===== src/rtl/wb_arbiter.sv =====
// wb_arbiter: merges the pipeline result (fixed priority) and the aux result
// (valid/ready + FIFO) onto the single reg_file write port.
// Ports:
//   clk, rst           - clock, async active-high reset
//   pipe_wen/rd/wd     - in-order pipeline writeback
//   aux_valid/ready    - aux handshake
//   aux_rd/wd          - aux destination and data
//   w_en/wa3/wd3       - registered reg_file write port
//   pending_mask       - destinations held in the FIFO
//   fifo_full/count    - FIFO occupancy for decode stalls
module wb_arbiter #(
  parameter int word_width = 32,
  parameter int addr_width = 5,
  parameter int depth      = 4,
  localparam int nregs     = 1 << addr_width,
  localparam int cw        = $clog2(depth + 1),
  localparam int pw        = $clog2(depth)
) (
  input  logic                  clk,
  input  logic                  rst,
  input  logic                  pipe_wen,
  input  logic [addr_width-1:0] pipe_rd,
  input  logic [word_width-1:0] pipe_wd,
  input  logic                  aux_valid,
  output logic                  aux_ready,
  input  logic [addr_width-1:0] aux_rd,
  input  logic [word_width-1:0] aux_wd,
  output logic                  w_en,
  output logic [addr_width-1:0] wa3,
  output logic [word_width-1:0] wd3,
  output logic [nregs-1:0]      pending_mask,
  output logic                  fifo_full,
  output logic [cw-1:0]         fifo_count
);

  logic [addr_width-1:0] rd_mem [depth];
  logic [word_width-1:0] wd_mem [depth];
  logic [depth-1:0]      vld;
  logic [pw-1:0]         wr_ptr;
  logic [pw-1:0]         rd_ptr;
  logic [cw-1:0]         count;

  logic pipe_use;
  logic acc_nz;
  logic empty;
  logic pop;
  logic bypass;
  logic push;

  assign fifo_count = count;
  assign fifo_full  = (count == cw'(depth));
  assign empty      = (count == '0);
  // Held low during reset so no aux result is lost to a clearing FIFO.
  assign aux_ready  = !rst && !fifo_full;

  assign pipe_use = pipe_wen && (pipe_rd != '0);
  assign acc_nz   = aux_valid && aux_ready && (aux_rd != '0);
  assign pop      = !pipe_use && !empty;
  assign bypass   = !pipe_use && empty && acc_nz;
  assign push     = acc_nz && !bypass;

  always_comb begin
    pending_mask = '0;
    for (int i = 0; i < depth; i++) begin
      if (vld[i]) pending_mask[rd_mem[i]] = 1'b1;
    end
    pending_mask[0] = 1'b0;
  end

  always_ff @(posedge clk or posedge rst) begin
    if (rst) begin
      count  <= '0;
      wr_ptr <= '0;
      rd_ptr <= '0;
      vld    <= '0;
      for (int i = 0; i < depth; i++) begin
        rd_mem[i] <= '0;
        wd_mem[i] <= '0;
      end
    end else begin
      count <= count + cw'(push) - cw'(pop);
      if (pop) begin
        vld[rd_ptr] <= 1'b0;
        rd_ptr      <= rd_ptr + pw'(1);
      end
      // A same-cycle pop never hits the tail slot unless empty, and empty
      // excludes pop, so the push write always wins cleanly.
      if (push) begin
        vld[wr_ptr]    <= 1'b1;
        rd_mem[wr_ptr] <= aux_rd;
        wd_mem[wr_ptr] <= aux_wd;
        wr_ptr         <= wr_ptr + pw'(1);
      end
    end
  end

  always_ff @(posedge clk or posedge rst) begin
    if (rst) begin
      w_en <= 1'b0;
      wa3  <= '0;
      wd3  <= '0;
    end else begin
      w_en <= pipe_use || pop || bypass;
      if (pipe_use) begin
        wa3 <= pipe_rd;
        wd3 <= pipe_wd;
      end else if (pop) begin
        wa3 <= rd_mem[rd_ptr];
        wd3 <= wd_mem[rd_ptr];
      end else if (bypass) begin
        wa3 <= aux_rd;
        wd3 <= aux_wd;
      end
    end
  end

endmodule

===== config.mk =====
export PLATFORM = sky130hd
export DESIGN_NAME = wb_arbiter
export DESIGN_NICKNAME = d
export VERILOG_FILES = /design/src/rtl/wb_arbiter.sv
export SDC_FILE = /design/constraint.sdc
export NUM_CORES = 1
export LEC_CHECK = 0
export ABC_AREA = 0
export BUFFER_PORTS_ARGS = -buffer_cell sky130_fd_sc_hd__clkbuf_2
export CAP_MARGIN = 25
export CORE_UTILIZATION = 35
export CTS_CLUSTER_DIAMETER = 150
export DETAILED_ROUTE_END_ITERATION = 8
export SETUP_SLACK_MARGIN = 0.02
export SYNTH_ARGS = -nofsm -noshare
export SYNTH_HDL_FRONTEND = slang
export SYNTH_SLANG_ARGS = --single-unit

===== constraint.sdc =====
create_clock -name clk -period 7.71 [get_ports clk]
set_input_delay 0.771 -clock clk [delete_from_list [all_inputs] [get_ports clk]]
set_output_delay 0.771 -clock clk [all_outputs]
set_load 0.02 [all_outputs]

==> results_dict.tcl <==
set metrics [dict create \
    synth_adder_area_share_pct 1.38 \
    num-nets-final 974 \
    ys_async_sr_fraction_pct 100 \
    reg2reg_from "fifo_count[1]" \
    synth-xor-area-share_pct 0.333 \
    ant_nets 0 \
    dp_slack_ns 4.04 \
    required_ns 8.02 \
    drt_iter0_markers 614 \
    power.leakage_nw 5.39 \
    seq_power_share_pct 38.7 \
    skew_ns 0.0130 \
    fin_area_sq_um 12200 \
    ioPinCount 153 \
    critPathMostFrequentCell "buf_4" \
    die_y_microns 175 \
    grt_usage_pct 17.6 \
    cap_viol_max_count 0 \
    ys_seq_elements 197 \
    path_buf_inv 2 \
    ir_drop_v 0.000192 \
    viasPerCell 5.38 \
    pwr-share-comb_pct 44.6 \
    drive_above_1_share_pct 56.3 \
    critical_path.cell_chain "or3_2 -> buf_4 -> o2111ai_4 -> buf_4 -> mux2_2" \
    clk-insertion-delay-late_ns 0.43 \
    synth_top_family_by_area "multiplexers" \
    cts_tree "built" \
    clkSinkCount 197 \
    slew_viol_final 0 \
    first_global_vias 7144 \
    power.switching_mw 1.86 \
    worstSetupPathType "register to register" \
    die_x_microns 175 \
    fp.coreArea_sq_um 29600 \
    htreeDepth 4 \
    startpoint "fifo_count[1]" \
    status "finished, final reports clean" \
    grt.met1_usage_pct 24.0 \
    slew_headroom_pct 39.8 \
    worstMarginPinSlew_ns 0.903 \
    clockBufferDepth 2 \
    slowest_stage "o2111ai_4" \
    synth-compound-area-share_pct 5.89 \
    finalSetupViolCount 0 \
    p_int_mw 3.30 \
    max_stage_delay_ns 0.80 \
    fmaxAchievable_ghz 0.304 \
    cts.repair.resized 0 \
    busiest_layer "met2" \
    hold_viol_final 0 \
    syn-num-nets 848 \
    cts-root-buf "clkbuf_16" \
    globalRouteOverflowTotal 0 \
    synth_ff_type "dfrtp_1" \
    start_kind "register" \
    syn-instance-count 759 \
    finalWirelength_microns 26100 \
    power_mw 5.16 \
    synth_mux_area_share_pct 36.2 \
    area_growth_syn_to_layout_pct 16.1 \
    netlist_area_sq_um 10500 \
    met3_usage_pct 3.68 \
    path_delay_family "buffers and inverters" \
    firstDrtPassIters 5 \
    power_density_nw_per_um2 422 \
    path_clk_slew_ns 0.07 \
    yosysSeqAreaShare_pct 46.8 \
    vias 6935 \
    avgRoutedWirePerCell_microns 20.3 \
    cp_max_fo 35 \
    dp_hpwl_microns 17100 \
    yosys.area_share.simple_pct 5.44 \
    cts_made_buffers 17 \
    placed_area_sq_um 11600 \
    swShare_pct 36.1 \
    num_rows 63 \
    hold_class "register to register" \
    avgSynthCellArea_sq_um 13.9 \
    fin_setup_tns_ns 0 \
    finalNonFillerCells 1288 \
    layout_min_cycle_time_ns 3.29 \
    power_frac_clock_pct 16.7 \
    initial_core_util_pct 35.5 \
    yosys_warnings 0 \
    setup_slack_ns 4.42 \
    rsz0062_at_grt "no" \
    synth_edf_count 0 \
    grt_max_degree 131 \
    dpl.cell_count 1255 \
    hold_ws_ns 0.493 \
    io_buffers 151 \
    fin_crit_sh_pct 42.7 \
    min_from "wd_mem[4]" \
    synth_cell_types 47 \
    grt_use_met2_pct 28.7 \
    endpoint_kind "register" \
    gp_congestion 0.881 \
    post-route-util_pct 41.2 \
    postCtsSetupBuffers 0 \
    diodes 0 \
    antenna_found_initial 0 \
    fillers 2807 \
    die_area_sq_um 30800 \
    arrival_ns 3.60 \
    drc 0 \
    hold_buffers 0 \
    grt_pass1_wl_microns 41600 \
]
-- cells in the mapped netlist (7+ instances only) --
library cell / number / area [sq um]
a221o_1: 10 / 100
a22oi_1: 15 / 113
and3b_1: 9 / 78.8
buf_2: 9 / 45.0
buf_6: 12 / 135
clkbuf_1: 26 / 97.6
dfrtp_1: 197 / 4930
ha_1: 10 / 125
inv_1: 20 / 75.1
mux2_1: 7 / 78.8
mux2_2: 232 / 2610
mux2_4: 19 / 285
mux4_2: 37 / 833
nand2_1: 17 / 63.8
nand3b_1: 10 / 75.1
nor2_1: 15 / 56.3
nor3b_1: 10 / 75.1
o221ai_1: 16 / 140
o22ai_1: 8 / 50.1
or3b_2: 8 / 70.1
-- area by class of cell --
cell class | count | area [sq um] | area share (%)
sequential | 197 | 4930 | 40.4
tap | 390 | 488 | 3.99
inverter | 20 | 82.6 | 0.676
clock buffer | 20 | 467 | 3.82
clock inverter | 12 | 111 | 0.911
timing repair buffer | 164 | 873 | 7.15
multi-input combinational | 485 | 5270 | 43.1
-- cells by family (layout without fill, tap and decap cells) --
logic type | after synthesis | after routing
AO/OA/AOI/OAI | 79 | 79
XOR/XNOR | 4 | 4
adder cells (fa/ha/maj) | 11 | 11
buffers and inverters | 77 | 216
flip-flops | 197 | 197
multiplexers | 295 | 295
other | 1 | 1
AND/OR/NAND/NOR | 95 | 95
-- worst paths after layout --
path                              end  depth (start not counted)  slack [ns]
setup / recovery            wd_mem[7]                          5        4.42
hold / removal              wd_mem[4]                          1        0.49
setup reg to reg            wd_mem[7]                          5        4.42
hold reg to reg             wd_mem[4]                          1        0.49
max in group asynchronous   rd_ptr[0]                          3        5.64
min in group asynchronous  rd_mem[11]                          2        0.61
-- worst reg2reg max path: cells and delay by family, from the launching register on --
family,cells,cell delay [ns]
buffers and inverters,2,0.87
AO/OA/AOI/OAI,1,0.81
AND/OR/NAND/NOR,1,0.67
flip-flops,1,0.45
multiplexers,1,0.39
-- power by group through the flow --
| stage | clock (mW) | sequential [mW] | combinational [mW] |
|---|---|---|---|
| final | 0.863 | 2.00 | 2.30 |
| after global placement | 0 | 1.99 | 2.28 |
| after global routing | 0.938 | 2.08 | 2.48 |
| after floorplan | 0 | 1.92 | 1.77 |
| after CTS | 0.897 | 1.99 | 2.32 |
| after detailed placement | 0 | 2.01 | 2.32 |
-- cell usage in the layout (no fill, tap or decap), types with 9 or more instances in the layout --
cell	count
mux2_2	232
dfrtp_1	195
clkbuf_2	151
mux4_2	37
mux2_4	19
inv_1	19
nand2_1	17
clkbuf_16	17
o221ai_1	16
nor2_1	15
a22oi_1	15
buf_4	12
nor3b_1	10
nand3b_1	10
a221o_1	10
ha_1	10
and3b_1	9
-- registers in the layout (all words and copies together) (netlist names) --
register and cells:
w_en 1, wr_ptr 2, wd_mem 128, rd_mem 20, wa3 5, rd_ptr 2
fifo_count 3, vld 4, wd3 32
-- layer usage --
| metal | wire length [microns] | vias to the layer above |
|---|---|---|
| met5 | 0 | - |
| met4 | 249 | 0 |
| met3 | 1450 | 19 |
| met2 | 12400 | 221 |
| met1 | 12000 | 3567 |
| li1 | - | 3128 |
No activity file was read; power rests on OpenSTA's default activity.
